[src/rtl/sram_like_arbiter_pkg.sv]
// Shared types and constants for the inst/data SRAM-like port arbiter.
// Imported by the top and the starvation counter.
package sram_like_arbiter_pkg;

  typedef enum logic [1:0] {
    IDLE = 2'd0,
    ADDR = 2'd1,
    WAIT = 2'd2
  } state_e;

  typedef enum logic [1:0] {
    NONE = 2'd0,
    INST = 2'd1,
    DATA = 2'd2
  } grant_e;

  localparam logic [1:0] SZ_BYTE = 2'd0;
  localparam logic [1:0] SZ_HALF = 2'd1;
  localparam logic [1:0] SZ_WORD = 2'd2;

  // Wide enough for STARVE_LIMIT up to 15.
  localparam int CNT_W = 4;

endpackage

[src/rtl/arb_starve_cnt.sv]
// Saturating count of data grants taken while an instruction fetch waits;
// force_inst tells the arbiter to hand the next slot to the fetch side.
module arb_starve_cnt
  import sram_like_arbiter_pkg::*;
#(
  parameter int LIMIT = 4
) (
  input  logic clk,
  input  logic resetn,
  input  logic idle,
  input  logic inst_req,
  input  logic grant_inst,
  input  logic grant_data,
  output logic force_inst
);

  localparam logic [CNT_W-1:0] LIMIT_C = CNT_W'(LIMIT);

  logic [CNT_W-1:0] cnt_r;
  logic [CNT_W-1:0] cnt_nxt_s;
  logic             force_r;

  // Next count: clear on fetch grant or idle without a pending fetch, else saturate up.
  always_comb begin
    cnt_nxt_s = cnt_r;
    if (grant_inst) begin
      cnt_nxt_s = {CNT_W{1'b0}};
    end else if (idle && !inst_req) begin
      cnt_nxt_s = {CNT_W{1'b0}};
    end else if (grant_data && inst_req && (cnt_r < LIMIT_C)) begin
      cnt_nxt_s = cnt_r + {{(CNT_W-1){1'b0}}, 1'b1};
    end else begin
      cnt_nxt_s = cnt_r;
    end
  end

  // Counter and registered limit flag.
  always_ff @(posedge clk or negedge resetn) begin
    if (!resetn) begin
      cnt_r   <= {CNT_W{1'b0}};
      force_r <= 1'b0;
    end else begin
      cnt_r   <= cnt_nxt_s;
      force_r <= (cnt_nxt_s == LIMIT_C);
    end
  end

  assign force_inst = force_r;

endmodule

[src/rtl/sram_like_arbiter.sv]
// Two-to-one SRAM-like arbiter: data side has priority, instruction fetch is
// forced through after STARVE_LIMIT back-to-back data grants. One transaction in flight.
module sram_like_arbiter
  import sram_like_arbiter_pkg::*;
#(
  parameter int ADDR_W       = 32,
  parameter int DATA_W       = 32,
  parameter int STARVE_LIMIT = 4
) (
  input  logic              clk,
  input  logic              resetn,
  input  logic              inst_req,
  input  logic [ADDR_W-1:0] inst_addr,
  output logic              inst_addr_ok,
  output logic              inst_data_ok,
  output logic [DATA_W-1:0] inst_rdata,
  input  logic              data_req,
  input  logic              data_wr,
  input  logic [1:0]        data_size,
  input  logic [ADDR_W-1:0] data_addr,
  input  logic [DATA_W-1:0] data_wdata,
  output logic              data_addr_ok,
  output logic              data_data_ok,
  output logic [DATA_W-1:0] data_rdata,
  output logic              bus_req,
  output logic              bus_wr,
  output logic [1:0]        bus_size,
  output logic [ADDR_W-1:0] bus_addr,
  output logic [DATA_W-1:0] bus_wdata,
  input  logic              bus_addr_ok,
  input  logic              bus_data_ok,
  input  logic [DATA_W-1:0] bus_rdata,
  output logic              busy
);

  state_e            state_r;
  state_e            state_nxt_s;
  grant_e            grant_r;
  grant_e            grant_nxt_s;
  logic              wr_r;
  logic [1:0]        size_r;
  logic [ADDR_W-1:0] addr_r;
  logic [DATA_W-1:0] wdata_r;
  logic              idle_s;
  logic              grant_inst_s;
  logic              grant_data_s;
  logic              force_inst_s;
  logic              done_s;

  assign idle_s = (state_r == IDLE);

  arb_starve_cnt #(
    .LIMIT (STARVE_LIMIT)
  ) u_starve_cnt (
    .clk        (clk),
    .resetn     (resetn),
    .idle       (idle_s),
    .inst_req   (inst_req),
    .grant_inst (grant_inst_s),
    .grant_data (grant_data_s),
    .force_inst (force_inst_s)
  );

  // Arbitration, only evaluated while no transaction is in flight.
  always_comb begin
    grant_data_s = 1'b0;
    grant_inst_s = 1'b0;
    if (idle_s) begin
      if (data_req && (!inst_req || !force_inst_s)) begin
        grant_data_s = 1'b1;
      end else if (inst_req) begin
        grant_inst_s = 1'b1;
      end else begin
        grant_data_s = 1'b0;
      end
    end else begin
      grant_inst_s = 1'b0;
    end
  end

  // Next state and grant.
  always_comb begin
    state_nxt_s = state_r;
    grant_nxt_s = grant_r;
    case (state_r)
      IDLE: begin
        if (grant_data_s) begin
          state_nxt_s = ADDR;
          grant_nxt_s = DATA;
        end else if (grant_inst_s) begin
          state_nxt_s = ADDR;
          grant_nxt_s = INST;
        end else begin
          grant_nxt_s = NONE;
        end
      end
      ADDR: begin
        if (bus_addr_ok) begin
          state_nxt_s = WAIT;
        end else begin
          state_nxt_s = ADDR;
        end
      end
      WAIT: begin
        if (bus_data_ok) begin
          state_nxt_s = IDLE;
          grant_nxt_s = NONE;
        end else begin
          state_nxt_s = WAIT;
        end
      end
      default: begin
        state_nxt_s = IDLE;
        grant_nxt_s = NONE;
      end
    endcase
  end

  // State and grant registers.
  always_ff @(posedge clk or negedge resetn) begin
    if (!resetn) begin
      state_r <= IDLE;
      grant_r <= NONE;
    end else begin
      state_r <= state_nxt_s;
      grant_r <= grant_nxt_s;
    end
  end

  // Request capture; bus fields come only from here so they stay stable until accepted.
  always_ff @(posedge clk or negedge resetn) begin
    if (!resetn) begin
      wr_r    <= 1'b0;
      size_r  <= 2'd0;
      addr_r  <= {ADDR_W{1'b0}};
      wdata_r <= {DATA_W{1'b0}};
    end else if (grant_data_s) begin
      wr_r    <= data_wr;
      size_r  <= data_size;
      addr_r  <= data_addr;
      wdata_r <= data_wdata;
    end else if (grant_inst_s) begin
      wr_r    <= 1'b0;
      size_r  <= SZ_WORD;
      addr_r  <= inst_addr;
      wdata_r <= {DATA_W{1'b0}};
    end else begin
      wr_r    <= wr_r;
      size_r  <= size_r;
      addr_r  <= addr_r;
      wdata_r <= wdata_r;
    end
  end

  assign done_s = (state_r == WAIT) && bus_data_ok;

  assign inst_addr_ok = grant_inst_s;
  assign data_addr_ok = grant_data_s;
  assign inst_data_ok = done_s && (grant_r == INST);
  assign data_data_ok = done_s && (grant_r == DATA);
  assign inst_rdata   = inst_data_ok ? bus_rdata : {DATA_W{1'b0}};
  assign data_rdata   = data_data_ok ? bus_rdata : {DATA_W{1'b0}};

  assign bus_req   = (state_r == ADDR);
  assign bus_wr    = wr_r;
  assign bus_size  = size_r;
  assign bus_addr  = addr_r;
  assign bus_wdata = wdata_r;
  assign busy      = !idle_s;

endmodule

[config.mk]
export PLATFORM = sky130hd
export DESIGN_NAME = sram_like_arbiter
export DESIGN_NICKNAME = d
export VERILOG_FILES = /design/src/rtl/sram_like_arbiter_pkg.sv /design/src/rtl/arb_starve_cnt.sv /design/src/rtl/sram_like_arbiter.sv
export SDC_FILE = /design/constraint.sdc
export NUM_CORES = 1
export LEC_CHECK = 0
export ABC_AREA = 1
export CELL_PAD_IN_SITES_DETAIL_PLACEMENT = 1
export CELL_PAD_IN_SITES_GLOBAL_PLACEMENT = 1
export CORE_ASPECT_RATIO = 0.8
export CORE_MARGIN = 2
export CORE_UTILIZATION = 22
export DETAILED_ROUTE_END_ITERATION = 10
export GPL_TIMING_DRIVEN = 0
export HOLD_SLACK_MARGIN = 0.06
export PLACE_DENSITY = 0.81
export SKIP_LAST_GASP = 1
export SLEW_MARGIN = 5
export SYNTH_ARGS = -nofsm -noshare
export SYNTH_HDL_FRONTEND = slang
export SYNTH_SLANG_ARGS = --single-unit
[constraint.sdc]
create_clock -name clk -period 1.52 [get_ports clk]
set_input_delay 0.228 -clock clk [delete_from_list [all_inputs] [get_ports clk]]
set_output_delay 0.228 -clock clk [all_outputs]
set_load 0.02 [all_outputs]
# == Word-level counts from Yosys, hierarchy flattened ==
# Index checks and enable logic that the tools add are counted.
# totals
regBits,76
inputBits,137
out_inout_bits,137
elab_cells,59
# classes
addsub,1
magnitude_cmp,1
n_eq_ne,7
muxes,27
bitwise_logic,1
reduce_logical,14
# ops
operator,count
$mux W32,6
$mux W2,8
$mux W4,3
$pmux W2 S3,2
$mux W1,8
$logic_and A1 B1 Y1,7
$add A4 B1 Y4 const B,1
$eq A2 B1 Y1 const B,2
$eq A2 B2 Y1 const B,2
$eq A4 B3 Y1 const B,1
$lt A4 B3 Y1 const B,1
$logic_not A1 Y1,3
$ne A3 B2 Y1 const B,1
$logic_not A2 Y1,1
$ne A2 B2 Y1 const B,1
$reduce_and A2 Y1,1
$reduce_bool A2 Y1,1
$logic_or A1 B1 Y1,1
$not A1 Y1,1

# == Longest topological paths before layout ==
# depth
word_depth,11
depth_mapped,10
ltp_nobuf,9

# == Cells and area by module ==
# Synthesis repeated with hierarchy kept, for this count alone.
# unflattened
hier_cells,633
hier_area_um2,4464.3
# by_module_without_submodules
mod,n_inst,cells_each,area_per_inst_um2,seq_area_each_um2
sram_like_arbiter,1,599,4190.3,1776.7
arb_starve_cnt,1,34,274.0,125.1

# == Least setup slack after synthesis ==
# Ideal clock, no wire load.
# synth_timing
kind,register to output
startpoint,register state_r[1]
endpoint,output port data_rdata[22]
arrival_ps,1304
t_required_ps,1292
setup_slack_ps,-12
stages_incl_launch_ff,6
path_buffers,1
path_cell_list,dfrtp_1 > inv_2 > nor3_1 > nand3_1 > clkbuf_1 > nor2_1
# synth_between
elab_chain_len,4
# synth_rtl
item,line,rtl
"start, declared",sram_like_arbiter.sv:36,state_e state_r;
"start signal, assigned",sram_like_arbiter.sv:125,state_r <= state_nxt_s;
$eq A2 B2 Y1,sram_like_arbiter.sv:155,assign done_s = (state_r == WAIT) && bus_data_ok;
$logic_and A1 B1 Y1,sram_like_arbiter.sv:155,
$logic_and A1 B1 Y1,sram_like_arbiter.sv:160,assign data_data_ok = done_s && (grant_r == DATA);
$mux W32,sram_like_arbiter.sv:162,assign data_rdata = data_data_ok ? bus_rdata : {DATA_W{1'b0}};
"end, declared",sram_like_arbiter.sv:24,"output logic [DATA_W-1:0] data_rdata,"
# No other way between the ends.

# == Worst setup path after layout ==
# layout_timing
startpoint,register state_r[0]
endpoint,output port data_rdata[4]
# Same word-level chain as after synthesis.

==> key figures <==
Run status
  – Status: finished, violations left
  – Failing checks: setup timing

Global route
  – Maximum number of pins on one net before global-route repair: 51
  – Global route hottest layer: met2
  – M3 GR Usage: 7.60%
  – Grt met2 use: 32.3%
  – GR Overflow Total: 0
  – Gr usage total: 18.1%
  – Met1 Use GR: 19.9%
  – Initial antenna violation count: 0
  – Vias in the first global route: 4373
  – Global-route wire length before repair: 23900 um

STA
  – Worst slew pin tran: 486 ps
  – Final Hold Vio Count: 0
  – RSZ-0062 raised after global routing: true
  – WHS: 356 ps
  – Achievable frequency: 506 MHz
  – Fin. max-slew vios: 0
  – Final Critical Period: 1980 ps
  – Slew headroom: 67.4%
  – Clk_skew: 6.02 ps
  – Fin crit share: 130%
  – Final WS setup: -458 ps
  – Setup Viol. Count Final: 133

Route
  – DR iter-0 viols: 97
  – TritonRoute pass-1 iters: 4
  – Post-Route WL: 16300 um
  – Routed Antenna Nets: 0
  – Vias post-DR: 4217
  – Residual DRC: 0
  – Vias/cell: 4.29
  – Wire per inst: 16.6 um

Synth
  – Post-synthesis cell count: 452
  – Yosys reg bits: 76
  – Synth area leaders: dfrtp_1 (54%), nor2_1 (14%), nand2_1 (12%)
  – Syn_nets: 590
  – Synth warn: 0
  – Synthesized area: 0.00351 sq mm
  – Unique cell type count in the Yosys netlist: 20
  – Synth top area share: 54.2%
  – Post-synthesis sequential area ratio: 54.2%
  – Syn Area/Cell: 7.77 sq um
  – Yosys top cell by area: dfrtp_1

Critical path
  – Setup crit start: state_r[0]
  – Max FO, Critical Path: 5
  – Reg2Reg Depth: 11
  – CP bufs+invs: 3
  – Crit-path leading delay family: buffers and inverters
  – Worst-path cell chain: nor3_4, buf_12, nand3_2, clkbuf_8, nor2_1, buf_4
  – Crit path DAT: 1750 ps
  – Critical path capture point type: output port
  – Reg2Reg Setup Slack: -160 ps
  – Crit Reg-Reg Endpoint: bus_wdata[4]
  – Slowest-stage cell, CP: dfrtp_1
  – Critical path type: reg -> out
  – Setup crit start kind: register
  – Reg2Reg Launch Point: state_r[0]
  – Crit path required time: 1290 ps
  – CP peak stage delay: 410 ps
  – Number of cells on the critical path: 6

Clock network
  – Clock Path Buffers: 2
  – Later-pin clock latency in the skew report: 350 ps
  – CTS buffer count: 9
  – CTS tree: built
  – Root buffer cell: clkbuf_16
  – H-tree depth: 3
  – Clock transition at path regs: 60 ps
  – Clk sinks: 76

Pwr
  – Part of the power in combinational logic: 54.8%
  – Sw power: 5160 uW
  – Clk pwr share: 17.4%
  – PwrDens: 1590 mW/mm^2
  – Leakage power: 0.00374 uW
  – Sw Share: 42.0%
  – Maximum vdd ir drop: 0.798 mV
  – Total power: 12300 uW
  – Internal: 7140 uW
  – Seq pwr share: 27.8%

Floorplan
  – Die X: 145 um
  – Initial Util: 22.4%
  – Site Rows: 41
  – Core area: 0.0157 sq mm
  – Die area: 0.0170 sq mm
  – Ports: 274
  – Die Y-Extent: 117 um

Final layout
  – Layout cells sized above 1: 28.6%
  – Ant. Diodes: 0
  – Finished Core Util: 49.3%
  – Cell area after layout: 0.00774 sq mm
  – Layout Nets: 903
  – Fill cells: 1833
  – Area grow syn2layout: 120%

Placement
  – DP HPWL: 11100 um
  – Post-DP Area: 0.00654 sq mm
  – Final Wtd Congestion: 0.717
  – Count of input and output buffers: 273

Job
  – MaxCap Viol Count: 0

Hold path
  – Hold Crit Class: in -> async
-- placed cells by master (no fill, tap or decap), drive strengths merged --
| master | Yosys | layout |
|---|---|---|
| ha | 1 | 1 |
| nor3 | 1 | 1 |
| clkbuf | 6 | 25 |
| dfrtp | 76 | 76 |
| dlygate4sd3 | 0 | 1 |
| nor2 | 137 | 137 |
| a21oi | 1 | 1 |
| dlygate4sd2 | 0 | 68 |
| o21ai | 4 | 4 |
| nand3 | 10 | 12 |
| o22ai | 32 | 32 |
| nand2 | 114 | 114 |
| clkinvlp | 0 | 3 |
| bufinv | 0 | 1 |
| inv | 54 | 54 |
| clkinv | 0 | 3 |
| buf | 16 | 102 |
| clkdlybuf4s50 | 0 | 134 |
-- cell type report --
type | instances | area (sq um) | area share [%]
multi-input cells | 302 | 1730 | 22.3
inverters | 54 | 228 | 2.94
clock buffers | 9 | 225 | 2.91
clock inverters | 6 | 66.3 | 0.857
well taps | 215 | 269 | 3.48
repair inverters | 1 | 8.76 | 0.113
flip-flops and latches | 76 | 1900 | 24.6
plain buffers | 20 | 315 | 4.08
repair buffers | 301 | 3000 | 38.7
-- cells in the mapped netlist (all sizes together) --
master / n
nor2: 137
nand3: 10
o22ai: 32
nand2: 114
o21ai: 4
clkbuf: 6
nor3: 1
dfrtp: 76
buf: 16
a21oi: 1
inv: 54
ha: 1
-- layer usage --
layer	up-vias	wire [um]
li1	2009	-
met1	2026	6400
met2	161	8300
met3	21	1380
met4	0	245
met5	-	0
-- per-stage QoR --
stage          TNS, ps  worst slack [ps]  instances
6_report        -29760              -458        984
5_1_grt         -42380              -560        984
4_1_cts         -25070              -408        969
3_5_place_dp    -90830             -1100        941
3_3_place_gp   -283410             -2650        940
2_1_floorplan     -705             -12.2        452
-- state kept, by name (all words and copies together), names as in the netlist --
name,cells
bus_addr,32
bus_size,2
bus_wdata,32
bus_wr,1
grant_r,2
state_r,2
u_starve_cnt.cnt_r,4
u_starve_cnt.force_inst,1
-- how the worst max path moves through the flow --
stage                     endpoint  slack, ps
CTS                  inst_rdata[6]       -410
global placement      bus_addr[25]      -2650
floorplan           data_rdata[22]        -10
finish               data_rdata[4]       -460
global route         data_rdata[4]       -560
detailed placement   inst_rdata[9]      -1100
-- cells by family (layout without fill, tap and decap cells) --
kind of cell               after synthesis  in the layout  share of synthesized area (%)
DFF                                     76             76                           54.2
buffers and inverters                   76            391                           9.48
AOI/OAI and AO/OA                       37             37                           6.41
adders and majority gates                1              1                          0.356
and+or+nand+nor                        262            264                           29.6
-- repair_timing --
action	in CTS	in global routing
resized for setup	534	97
gates cloned	8	6
pin swaps	6	9
hold endpoints to repair	26	0
setup buffers	6	9
hold buffers	1	0
setup endpoints to repair	167	124
-- power groups by stage --
stage               combinational, uW  clock [uW]  sequential, uW
global route                     7290        2290            3560
detailed placement               5910           0            3440
finish                           6750        2140            3420
floorplan                        1920           0            4410
global placement                 5790           0            3390
CTS                              5700        2210            3420
No activity file was read; power rests on OpenSTA's default activity.
